### src/rtl/mul_sequencer.sv
// Purpose: multi-cycle IEEE-754 single-precision multiplier (shift-add mantissa, RNE rounding).
// Latency: 27 edges from accepted start to done for normal operands, 1 edge for special operands.
// Backpressure: none; start is ignored while busy, the result is held until the next done.
//
// Ports:
//   clk, reset          - single clock, synchronous active-high reset
//   start, opa, opb     - request strobe and operands (sampled only when idle)
//   busy, done          - busy while not idle; done is a one-cycle pulse when result is valid
//   result              - packed single-precision product
//   invalid, overflow,
//   underflow, inexact  - exception flags, valid with done
module mul_sequencer (
   input  logic        clk,
   input  logic        reset,
   input  logic        start,
   input  logic [31:0] opa,
   input  logic [31:0] opb,
   output logic        busy,
   output logic        done,
   output logic [31:0] result,
   output logic        invalid,
   output logic        overflow,
   output logic        underflow,
   output logic        inexact
);

   typedef enum logic [2:0] {
      IDLE  = 3'd0,
      CHECK = 3'd1,
      MULT  = 3'd2,
      NORM  = 3'd3,
      ROUND = 3'd4,
      DONE  = 3'd5
   } state_t;

   state_t state, state_nxt;

   // operand capture and datapath registers
   logic [31:0]        opa_r, opb_r;
   logic               sign_r;
   logic [23:0]        manta, mantb;
   logic [24:0]        acc;
   logic [4:0]         cnt;
   logic signed [9:0]  expsum;
   logic [22:0]        mant;
   logic               guard, sticky;
   logic signed [9:0]  exp_r;

   // operand classification (valid while in CHECK)
   logic [7:0]  ea, eb;
   logic [22:0] fa, fb;
   logic        a_zero, b_zero, a_inf, b_inf, a_nan, b_nan;
   logic        sp_invalid, sp_inf, sp_zero, special;
   logic        sign_c;

   always_comb begin
      ea         = opa_r[30:23];
      eb         = opb_r[30:23];
      fa         = opa_r[22:0];
      fb         = opb_r[22:0];
      sign_c     = opa_r[31] ^ opb_r[31];
      // denormals have exp=0 and are flushed to zero here
      a_zero     = (ea == 8'h00);
      b_zero     = (eb == 8'h00);
      a_inf      = (ea == 8'hff) && (fa == 23'd0);
      b_inf      = (eb == 8'hff) && (fb == 23'd0);
      a_nan      = (ea == 8'hff) && (fa != 23'd0);
      b_nan      = (eb == 8'hff) && (fb != 23'd0);
      sp_invalid = a_nan | b_nan | (a_inf & b_zero) | (a_zero & b_inf);
      sp_inf     = a_inf | b_inf;
      sp_zero    = a_zero | b_zero;
      special    = sp_invalid | sp_inf | sp_zero;
   end

   // one shift-add step: add multiplicand on multiplier lsb, then shift {acc, mantb} right
   logic [24:0] sum;
   logic [47:0] prod;

   always_comb begin
      sum  = acc + {1'b0, (mantb[0] ? manta : 24'd0)};
      prod = {acc[23:0], mantb};
   end

   // round to nearest-even; a carry out of the 24-bit significand bumps the exponent
   logic               round_up;
   logic [23:0]        mant_rnd;
   logic signed [9:0]  exp_rnd;
   logic               ovf_c, unf_c;

   always_comb begin
      round_up = guard & (sticky | mant[0]);
      mant_rnd = {1'b0, mant} + {23'd0, round_up};
      exp_rnd  = exp_r + (mant_rnd[23] ? 10'sd1 : 10'sd0);
      ovf_c    = (exp_rnd >= 10'sd255);
      unf_c    = (exp_rnd <= 10'sd0);
   end

   // state register
   always_ff @(posedge clk) begin
      if (reset) state <= IDLE;
      else       state <= state_nxt;
   end

   // next-state logic
   always_comb begin
      state_nxt = state;
      case (state)
         IDLE:    if (start) state_nxt = CHECK;
         CHECK:   state_nxt = special ? DONE : MULT;
         MULT:    if (cnt == 5'd23) state_nxt = NORM;
         NORM:    state_nxt = ROUND;
         ROUND:   state_nxt = DONE;
         DONE:    state_nxt = IDLE;
         default: state_nxt = IDLE;
      endcase
   end

   assign busy = (state != IDLE);
   assign done = (state == DONE);

   // datapath and output registers
   always_ff @(posedge clk) begin
      if (reset) begin
         opa_r     <= 32'd0;
         opb_r     <= 32'd0;
         sign_r    <= 1'b0;
         manta     <= 24'd0;
         mantb     <= 24'd0;
         acc       <= 25'd0;
         cnt       <= 5'd0;
         expsum    <= 10'sd0;
         mant      <= 23'd0;
         guard     <= 1'b0;
         sticky    <= 1'b0;
         exp_r     <= 10'sd0;
         result    <= 32'd0;
         invalid   <= 1'b0;
         overflow  <= 1'b0;
         underflow <= 1'b0;
         inexact   <= 1'b0;
      end else begin
         case (state)
            IDLE: begin
               if (start) begin
                  opa_r     <= opa;
                  opb_r     <= opb;
                  invalid   <= 1'b0;
                  overflow  <= 1'b0;
                  underflow <= 1'b0;
                  inexact   <= 1'b0;
               end
            end
            CHECK: begin
               sign_r <= sign_c;
               if (sp_invalid) begin
                  result  <= 32'h7fc0_0000;
                  invalid <= 1'b1;
               end else if (sp_inf) begin
                  result <= {sign_c, 8'hff, 23'd0};
               end else if (sp_zero) begin
                  result <= {sign_c, 31'd0};
               end else begin
                  manta  <= {1'b1, fa};
                  mantb  <= {1'b1, fb};
                  acc    <= 25'd0;
                  cnt    <= 5'd0;
                  expsum <= $signed({2'b00, ea}) + $signed({2'b00, eb}) - 10'sd127;
               end
            end
            MULT: begin
               acc   <= {1'b0, sum[24:1]};
               mantb <= {sum[0], mantb[23:1]};
               cnt   <= cnt + 5'd1;
            end
            NORM: begin
               // product of two [1,2) significands lies in [1,4): bit 47 selects the scale
               if (prod[47]) begin
                  mant   <= prod[46:24];
                  guard  <= prod[23];
                  sticky <= |prod[22:0];
                  exp_r  <= expsum + 10'sd1;
               end else begin
                  mant   <= prod[45:23];
                  guard  <= prod[22];
                  sticky <= |prod[21:0];
                  exp_r  <= expsum;
               end
            end
            ROUND: begin
               if (ovf_c) begin
                  result   <= {sign_r, 8'hff, 23'd0};
                  overflow <= 1'b1;
                  inexact  <= 1'b1;
               end else if (unf_c) begin
                  result    <= {sign_r, 31'd0};
                  underflow <= 1'b1;
                  inexact   <= 1'b1;
               end else begin
                  result  <= {sign_r, exp_rnd[7:0], mant_rnd[22:0]};
                  inexact <= guard | sticky;
               end
            end
            default: ;
         endcase
      end
   end

endmodule

### config.mk
export PLATFORM = sky130hd
export DESIGN_NAME = mul_sequencer
export DESIGN_NICKNAME = d
export VERILOG_FILES = /design/src/rtl/mul_sequencer.sv
export SDC_FILE = /design/constraint.sdc
export NUM_CORES = 1
export LEC_CHECK = 0
export ABC_AREA = 1
export BUFFER_PORTS_ARGS = -buffer_cell sky130_fd_sc_hd__buf_2
export CAP_MARGIN = 20
export CORE_MARGIN = 3
export CORE_UTILIZATION = 60
export DETAILED_ROUTE_END_ITERATION = 12
export GPL_TIMING_DRIVEN = 0
export PLACE_DENSITY = 0.8
export REMOVE_ABC_BUFFERS = 1
export SYNTH_ARGS = -nofsm -noshare
export SYNTH_HDL_FRONTEND = slang
export SYNTH_SLANG_ARGS = --single-unit
### constraint.sdc
create_clock -name clk -period 3.74 [get_ports clk]
set_clock_uncertainty 0.15 [all_clocks]
set_input_delay 0.374 -clock clk [delete_from_list [all_inputs] [get_ports clk]]
set_output_delay 0.374 -clock clk [all_outputs]
set_load 0.05 [all_outputs]
==> flow_summary.ini, run 1 <==
[clock_tree]
cts_inserted_buffers = 25
ctsLongestPathBuffers = 3
tritoncts = done
clock_tree.root_cell = clkbuf_16
clock_sinks = 226
h-tree-depth = 1
clkTransAtPathRegs_ns = 0.06
insertion_delay_ns = 0.52

[yosys]
synth_area_per_cell_um2 = 6.57
synth-xor-area-share_pct = 2.12
most_area_hungry_cell_type_in_the_yosys_netlist = dfxtp_1
synthCells = 1885
synth_most_common_cell = nand2_1
synth_compound_area_share_pct = 15.8
synth.lib_cells_used.distinct = 48
synth_commonest_cells = 422 x nand2_1, 270 x nor2_1, 226 x dfxtp_1
synth-adder-area-share_pct = 4.77
asyncSetResetFlopFracSynth_pct = 0
main_combinational_cell_family_by_area_after_synthesis = simple AND/OR/NAND/NOR gates
ys_seq_area_share_pct = 36.5
yosys-top-cells-area = dfxtp_1 37%, nand2_1 13%, nor2_1 8.2%
synth_top_cell_area_share_pct = 36.5
yosys_register_bits = 226
synth_simple_gate_area_share_pct = 30.9
synth.cell_area_mm2 = 0.0124
number_of_warnings_reported_in_the_yosys_synthesis_log = 0
ys_dominant_reg_cell = dfxtp_1
synth_enable_flop_cells = 0
post_synth_mux_area_share_pct = 0

[power_and_ir_drop]
power_leakage_nw = 6.61
power.share.clock_pct = 24.2
power_switching_share_pct = 42.1
int_power_w = 0.00598
net-switching-power_w = 0.00435
power_density_mw_per_mm2 = 714
share_seq_of_total_power_pct = 34.7
ir_drop_v = 0.000483
power.share.combinational_pct = 41.2

[routing]
detail_route.wirelength_um = 31300
post-route-drc-count = 0
first_pass_iters = 5
route.antenna.remaining_nets = 0
vias_per_cell = 5.39
detailedRoute.firstIterationViolations = 769
num_vias = 12200
post_drt_wl_per_cell_um = 13.8

[timing]
slew_headroom_pct = 31.0
tns_ns = 0
fmax_ghz = 0.275
tightestPinTransition_ns = 1.03
grt_setup_unrepaired = true
fin_crit_sh_pct = 97.1
setup_viol = 0
period_needed_ns = 3.63
fin_ws_ns = 0.109
pins_over_their_slew_limit = 0
hold_violations = 0
holdWs_ns = 0.0113

[setup_path]
cp-end-kind = register
setup_cp_type = register to register
crit_arrival_ns = 3.85
ordered_cell_list_for_the_critical_path = nor2_1, nand2_1, nor2_1, nand3_2, o21bai_4, nand4_4, inv_1, nand2_1, nand2_1, a21oi_1
worstPathMaxFanout = 70
timing.critical_path.buf_inv = 1
startpoint_type = register
critical_path.max_stage_delay_ns = 1.11
cpMaxStageDelayCell = inv_1
crit_top_cell = nand2_1
cpLargestDelayFamily = simple AND/OR/NAND/NOR gates
worstPathRequired_ns = 3.95

[placed_design]
placement.cell_area_mm2 = 0.0129
hpwl_after_detailed_placement_um = 20700
placement.setup.worst_slack_ns = -0.465
io_buffers = 104
routabilityCongestion = 0.871

[global_route]
antenna_violations_before_repair = 0
vias_in_the_first_global_route = 11000
globalRouteMet3Util_pct = 4.24
globalRoute.busiestLayer = met2
met1_track_usage_gr_pct = 35.6
globalRoute.totalOverflow = 0
first_pass_grt_wire_length_um = 51100
grtUsageTotal_pct = 27.0
grt_max_degree = 106
use_met2_pct = 45.9

[run_status]
status = finished, final reports clean

[final_layout]
num_antenna_cells = 0
nNetsFinal = 2101
layout.cell_area.non_filler_mm2 = 0.0145
area_growth_pct = 16.8
drive_gt1_share_pct = 10.0

[floorplan]
area_of_the_core_region_mm2 = 0.0198
boundary_pin_count = 105
rows = 51
die_width_um = 150
floorplan.initialDensity_pct = 62.4
die_area_mm2 = 0.0224
floorplan_die_height_um = 150

[run]
timing.max_cap.violations = 0

[worst_hold_path]
hold_class = primary input to register
-- per-layer routing --
layer  vias up  part of all wire [%]
li1       6339                     -
met3        81                   5.1
met1      5481                    45
met5         -                     0
met4         0                   3.3
met2       343                    47
-- area by class of cell --
cell class              count  area, um2
flip-flops and latches    226       4520
multi-input cells        1357       6770
repair inverters            1       5.00
inverters                 211        803
repair buffers            166       1200
well taps                 265        332
clock buffers              31        688
clock inverters            13        149
fillers                  1674       5380
-- tightest hold or removal path, delay by kind of cell --
family / cells / cell delay [ns]
compound gates: 2 / 0.19
buf+inv: 1 / 0.08
-- kinds of logic (layout without fill, tap and decap cells) --
group	after synthesis	after routing
flip-flops	226	226
buffers and inverters	304	422
AND/OR/NAND/NOR	906	908
adder cells (fa/ha/maj)	46	46
XOR/XNOR	30	30
AO/OA/AOI/OAI	373	373
-- power by group through the flow --
stage	logic (W)	clock network, W	registers (W)
5_1_grt	0.00484	0.00263	0.00366
3_5_place_dp	0.00399	0	0.00361
3_3_place_gp	0.00387	0	0.00358
4_1_cts	0.00412	0.00253	0.00357
2_1_floorplan	0.00281	0	0.00376
6_report	0.00425	0.00250	0.00358
-- cells in the final DEF, fill, tap and decap left out, types with 6 or more instances in the layout --
cell type        n
nand2_1        419
nor2_1         266
dfxtp_1        226
inv_1          206
o21ai_0        173
a21oi_1        157
nand3_1        112
buf_2          104
dlygate4sd3_1   49
nand4_1         47
ha_1            43
a31oi_1         25
clkbuf_16       25
xor2_1          24
nor3_1          14
or2_2            8
nand3b_1         7
clkinv_2         7
xnor2_1          6
buf_4            6
-- flip-flops by register name (all words and copies together) (netlist names) --
| signal | cells |
|---|---|
| sticky | 1 |
| acc | 24 |
| invalid | 1 |
| result | 32 |
| exp_r | 10 |
| sign_r | 1 |
| overflow | 1 |
| opb_r | 32 |
| inexact | 1 |
| mant | 23 |
| underflow | 1 |
| state | 3 |
| guard | 1 |
| opa_r | 32 |
| mantb | 24 |
| cnt | 5 |
| manta | 24 |
| expsum | 10 |
-- metrics by stage --
step                utilization, %  std cells  total power, W
floorplan                        -       1792         0.00657
detailed placement            65.2       2167         0.00761
global placement              64.5       2161         0.00745
global route                  72.9       2270          0.0111
CTS                           72.1       2262          0.0102
finish                        72.9       2270          0.0103
-- what timing repair did --
action                                  CTS  global route
gates cloned                              1             2
hold buffers                             49             0
setup buffers                             1             5
hold endpoints to repair                 49             0
resized for setup                         6            15
pin swaps                                 2             4
endpoints found under the setup margin   33            84
-- final timing paths --
kind                  start  slack, ns  cells after the start        end
setup / recovery  opa_r[18]       0.11                     10  expsum[0]
hold / removal       opb[9]       0.01                      3   opb_r[9]
setup reg to reg  opa_r[18]       0.11                     10  expsum[0]
hold reg to reg    opa_r[4]       0.31                      2   opa_r[4]
(Power assumes the default switching activity.)
==> run 2, diff against run 1 <==
ABC_AREA = unset   (was 1)
PLACE_DENSITY = 0.81   (was 0.8)
==> run 2 against run 1 <==
Count of clock-buffer cells in the layout rose by 4. Power fell by 29%. Via count fell by 18%. Critical path type unchanged. Critical endpoint is now result[22]. Largest cell class unchanged.
==> flow_summary.ini, run 2 <==
[run_status]
status = finished, final reports clean

[clock_tree]
clock_sinks = 226
insertion_delay_ns = 0.51
clkTransAtPathRegs_ns = 0.06
ctsLongestPathBuffers = 3
clock_tree.root_cell = clkbuf_16
cts_inserted_buffers = 24
h-tree-depth = 1
tritoncts = done

[worst_hold_path]
hold_class = primary input to register
whs_path_depth = 3
destination_of_the_worst_hold_path = invalid
timing.hold.worst.start = start

[yosys]
yosys-top-cells-area = dfxtp_1 41%, nand2_1 11%, a21oi_1 6.0%
synth_top_cell_area_share_pct = 40.8
ys_dominant_reg_cell = dfxtp_1
number_of_warnings_reported_in_the_yosys_synthesis_log = 0
yosys_register_bits = 226
ys_seq_area_share_pct = 40.8
synthCells = 1384
most_area_hungry_cell_type_in_the_yosys_netlist = dfxtp_1
synth.lib_cells_used.distinct = 68
asyncSetResetFlopFracSynth_pct = 0
synth_commonest_cells = 322 x nand2_1, 226 x dfxtp_1, 133 x a21oi_1
synth_area_per_cell_um2 = 8.00
synth_most_common_cell = nand2_1
synth.cell_area_mm2 = 0.0111
synth_enable_flop_cells = 0

[final_layout]
drive_gt1_share_pct = 12.7
biggestRegsByFlops = opa_r (32), opb_r (32), result (32)
final_common_cell = nand2_1
nNetsFinal = 1616
mostFrequentLayoutCells = 319 x nand2_1, 224 x dfxtp_1, 133 x a21oi_1, 109 x nor2_1, 103 x buf_2
area_growth_pct = 19.4
fin_util_pct = 73.4

[global_route]
first_pass_grt_wire_length_um = 44900
globalRoute.totalOverflow = 0
vias_in_the_first_global_route = 9355
grt_max_degree = 120
grtUsageTotal_pct = 26.2
antenna_violations_before_repair = 1

[run]
timing.max_cap.violations = 0

[setup_path]
cp-end-kind = register
r2r_setup_slack_ns = 0.12
startpoint_type = register
setup_cp_type = register to register
rr_worst_depth = 13
crit_arrival_ns = 3.89
reg2reg_to = result[22]
worstPathRequired_ns = 4.01
timing.rr.start = mant[7]
worstPathMaxFanout = 12

[floorplan]
rows = 49
boundary_pin_count = 105
die_area_mm2 = 0.0201
floorplan_die_height_um = 142
floorplan.initialDensity_pct = 61.4
die_width_um = 142
area_of_the_core_region_mm2 = 0.0180

[routing]
first_pass_iters = 5
vias_per_cell = 5.76
post_drt_wl_per_cell_um = 15.3
detailedRoute.firstIterationViolations = 736
post-route-drc-count = 0
route.antenna.remaining_nets = 0
num_vias = 10100
detail_route.wirelength_um = 26800

[timing]
fmax_ghz = 0.277
slew_headroom_pct = 37.4
setup_viol = 0
pins_over_their_slew_limit = 0
tns_ns = 0
hold_violations = 0
tightestPinTransition_ns = 0.939
period_needed_ns = 3.62
fin_ws_ns = 0.125
holdWs_ns = 0.156
fin_crit_sh_pct = 96.7

[placed_design]
io_buffers = 104
hpwl_after_detailed_placement_um = 17000
routabilityCongestion = 0.953
placement.setup.worst_slack_ns = -0.342

[power_and_ir_drop]
ir_drop_v = 0.000469
power_leakage_nw = 5.14
report.power.total_w = 0.00736
power_density_mw_per_mm2 = 556
run 2: cell types whose count changed in the layout (fill, tap and decap cells not counted), sizes merged, moves of 50 or more:
cell	before	now
o21ai	175	51
nand3	117	29
nand2	427	322
nor2	274	111
inv	210	18
a211oi	2	52
run 2: area by class of cell:
| cell class | instances | area (um2) |
|---|---|---|
| Clock inverter | 6 | 57.6 |
| Tap cell | 229 | 287 |
| Antenna cell | 1 | 2.50 |
| Multi-Input combinational cell | 1053 | 6210 |
| Inverter | 18 | 67.6 |
| Fill cell | 1372 | 4800 |
| Clock buffer | 35 | 713 |
| Sequential cell | 226 | 4530 |
| Timing Repair Buffer | 180 | 1360 |
run 2: cell families after synthesis:
family | synth area share (%)
simple gates | 23.8
mux | 2.45
buf+inv | 4.03
fa+ha+maj | 5.33
flops | 40.8
compound gates | 18.4
xor+xnor | 5.06
run 2: critical path: stages (launching register included):
cell and delay (ns):
dfxtp_1 0.38, and3_4 0.21, and3_2 0.22, nand3_2 0.15, nor4_4 0.38, ha_2 0.25
ha_2 0.25, and4_1 0.23, nand2_1 0.09, xnor2_2 0.28, a2111oi_4 0.10, nand2b_4 0.17
or3_4 0.45, o211ai_1 0.20
run 2: per-layer routing:
| metal | GRT usage, % | share of wire [%] | routed length [um] |
|---|---|---|---|
| met4 | 7.07 | 2.6 | 688 |
| met5 | 0 | 0 | 0 |
| met2 | 44.4 | 48 | 12700 |
| met1 | 35.4 | 44 | 11800 |
| met3 | 3.37 | 5.6 | 1500 |
run 2: stage by stage:
| stage | std cells | cell area [um2] |
|---|---|---|
| after floorplan | 1296 | 10700 |
| after global placement | 1629 | 11500 |
| after detailed placement | 1637 | 11700 |
| after CTS | 1743 | 13200 |
| after global routing | 1748 | 13200 |
| final | 1748 | 13200 |
run 2: worst max-delay path by stage:
stage,cells past startpoint,slack [ns],startpoint,endpoint
6_report,13,0.12,mant[7],result[22]
5_1_grt,13,-0.05,guard,result[9]
4_1_cts,13,0.001,mant[6],result[22]
3_5_place_dp,11,-0.34,mant[6],result[22]
3_3_place_gp,5,-0.41,reset,result[22]
2_1_floorplan,12,0.46,mant[6],result[22]
run 2: repair_timing:
item | in CTS | in global routing
cloned | 1 | 0
setup endpoints to repair | 34 | 33
hold buffers | 64 | 0
pin swaps | 2 | 3
resized for setup | 11 | 8
hold endpoints to repair | 64 | 0
setup buffers | 0 | 4
run 2: power by group:
group	total (W)	switching, W	internal (W)
clock network	0.00231	0.000932	0.00138
registers	0.00305	0.000309	0.00274
logic	0.00199	0.00129	0.000700
==> run 3, diff against run 2 <==
CTS_BUF_LIST = sky130_fd_sc_hd__clkbuf_4   (was unset)
PLACE_DENSITY = 0.79   (was 0.81)
==> run 3 against run 2 <==
Sequential share of layout area grew 0.23 points. Die area is the same. Via count grew 0.63%. Wire length is essentially flat. Utilization shrank 0.49 points. Final area shrank 0.66%. Critical endpoint unchanged. Largest cell class unchanged. Highest routed layer unchanged.
==> flow_summary.ini, run 3 (same netlist as run 2, synthesis figures left out) <==
[run_status]
status = finished, final reports clean

[setup_path]
worst_setup_path_startpoint = mant[8]
timing.rr.start = mant[8]
cp-end-kind = register
crit_arrival_ns = 3.97
startpoint_type = register
rr_worst_depth = 12
reg2reg_to = result[22]
worstPathRequired_ns = 4.13
setup_cp_type = register to register
r2r_setup_slack_ns = 0.16
worstPathMaxFanout = 12

[global_route]
first_pass_grt_wire_length_um = 44200
globalRoute.totalOverflow = 0
grtUsageTotal_pct = 26.0
grt_max_degree = 111
vias_in_the_first_global_route = 9381
antenna_violations_before_repair = 1

[timing]
period_needed_ns = 3.58
fin_ws_ns = 0.161
pins_over_their_slew_limit = 0
tightestPinTransition_ns = 0.947
setup_viol = 0
slew_headroom_pct = 36.9
fin_crit_sh_pct = 95.7
hold_violations = 0
fmax_ghz = 0.279

[run]
timing.max_cap.violations = 0

[placed_design]
hpwl_after_detailed_placement_um = 17000
placement.cell_area_mm2 = 0.0117
routabilityCongestion = 0.908
placement.setup.worst_slack_ns = -0.443
io_buffers = 104

[worst_hold_path]
hold_class = primary input to register
destination_of_the_worst_hold_path = opa_r[21]
timing.hold.worst.start = reset
whs_path_depth = 2

[clock_tree]
ctsLongestPathBuffers = 3
insertion_delay_ns = 0.68
clock_tree.root_cell = clkbuf_4
tritoncts = done
clkTransAtPathRegs_ns = 0.06
h-tree-depth = 2
cts_inserted_buffers = 58
clock_sinks = 226

[floorplan]
floorplan_die_height_um = 142
die_area_mm2 = 0.0201
die_width_um = 142
floorplan.initialDensity_pct = 61.4
area_of_the_core_region_mm2 = 0.0180
rows = 49
boundary_pin_count = 105

[final_layout]
nNetsFinal = 1648
layout.cell_area.non_filler_mm2 = 0.0131
mostFrequentLayoutCells = 319 x nand2_1, 224 x dfxtp_1, 133 x a21oi_1, 109 x nor2_1, 103 x buf_2
biggestRegsByFlops = opa_r (32), opb_r (32), result (32)
final_common_cell = nand2_1
area_growth_pct = 18.6
drive_gt1_share_pct = 15.5

[power_and_ir_drop]
ir_drop_v = 0.000578
report.power.total_w = 0.00708
power_leakage_nw = 5.18
power_density_mw_per_mm2 = 539

[routing]
vias_per_cell = 5.63
first_pass_iters = 5
post_drt_wl_per_cell_um = 14.9
post-route-drc-count = 0
num_vias = 10100
detailedRoute.firstIterationViolations = 657
route.antenna.remaining_nets = 0
detail_route.wirelength_um = 26700
run 3: worst max path at each step:
stage                  to  slack, ns  cells past startpoint
6_report       result[22]       0.16                     12
5_1_grt        result[14]     -0.008                     13
4_1_cts        result[22]     0.0005                     13
3_5_place_dp   result[22]      -0.44                     12
3_3_place_gp      acc[22]      -0.45                      5
2_1_floorplan  result[22]       0.46                     12
run 3: per-stage QoR:
stage | utilization (%) | TNS (ns) | std cells | hold WS (ns)
after detailed placement | 64.8 | -10.82 | 1637 | 0.285
after global placement | 63.8 | -14.68 | 1629 | 0.280
after global routing | 72.9 | -0.00751 | 1800 | 0.0472
after CTS | 72.7 | 0 | 1797 | 0.0131
final | 72.9 | 0 | 1800 | 0.0620
after floorplan | - | 0 | 1296 | 0.276
run 3: what timing repair did:
item                                    in CTS  in global routing
cloned                                       0                  1
endpoints found under the setup margin      34                 31
gates resized for setup                      9                  5
pin swaps                                    3                  1
buffers inserted                             0                  1
hold buffers                                65                  0
hold endpoints to repair                    65                  0
run 3: power by group:
part | total (W) | switching, W | internal [W] | leakage [nW]
clock | 0.00207 | 0.000948 | 0.00112 | 0.436
combinational | 0.00196 | 0.00128 | 0.000687 | 2.91
sequential | 0.00305 | 0.000310 | 0.00274 | 1.84
total | 0.00708 | 0.00253 | 0.00455 | 5.18
run 3: metal layers:
layer | wire length [um] | vias up | GRT usage (%)
met5 | 0 | - | 0
met3 | 1710 | 56 | 4.92
met2 | 12200 | 303 | 40.7
met4 | 588 | 0 | 9.19
li1 | - | 5172 | -
met1 | 12200 | 4602 | 36.2
run 3: critical path, stage by stage, from the launching register on:
cell	delay (ns)
dfxtp_1	0.38
and3_1	0.22
and3_2	0.25
nand3_2	0.15
nor4_4	0.28
ha_2	0.29
ha_2	0.25
a31oi_1	0.10
or3_1	0.38
a2111oi_4	0.38
nand2b_1	0.25
or3_4	0.23
o211ai_1	0.11
run 3: area by class of cell:
type	instances	area, um2
diodes	1	2.50
clock buffers	88	661
clock inverters	7	53.8
fillers	1443	4880
inverters	18	67.6
multi-input cells	1053	6190
flip-flops and latches	226	4530
well taps	229	287
repair buffers	178	1350
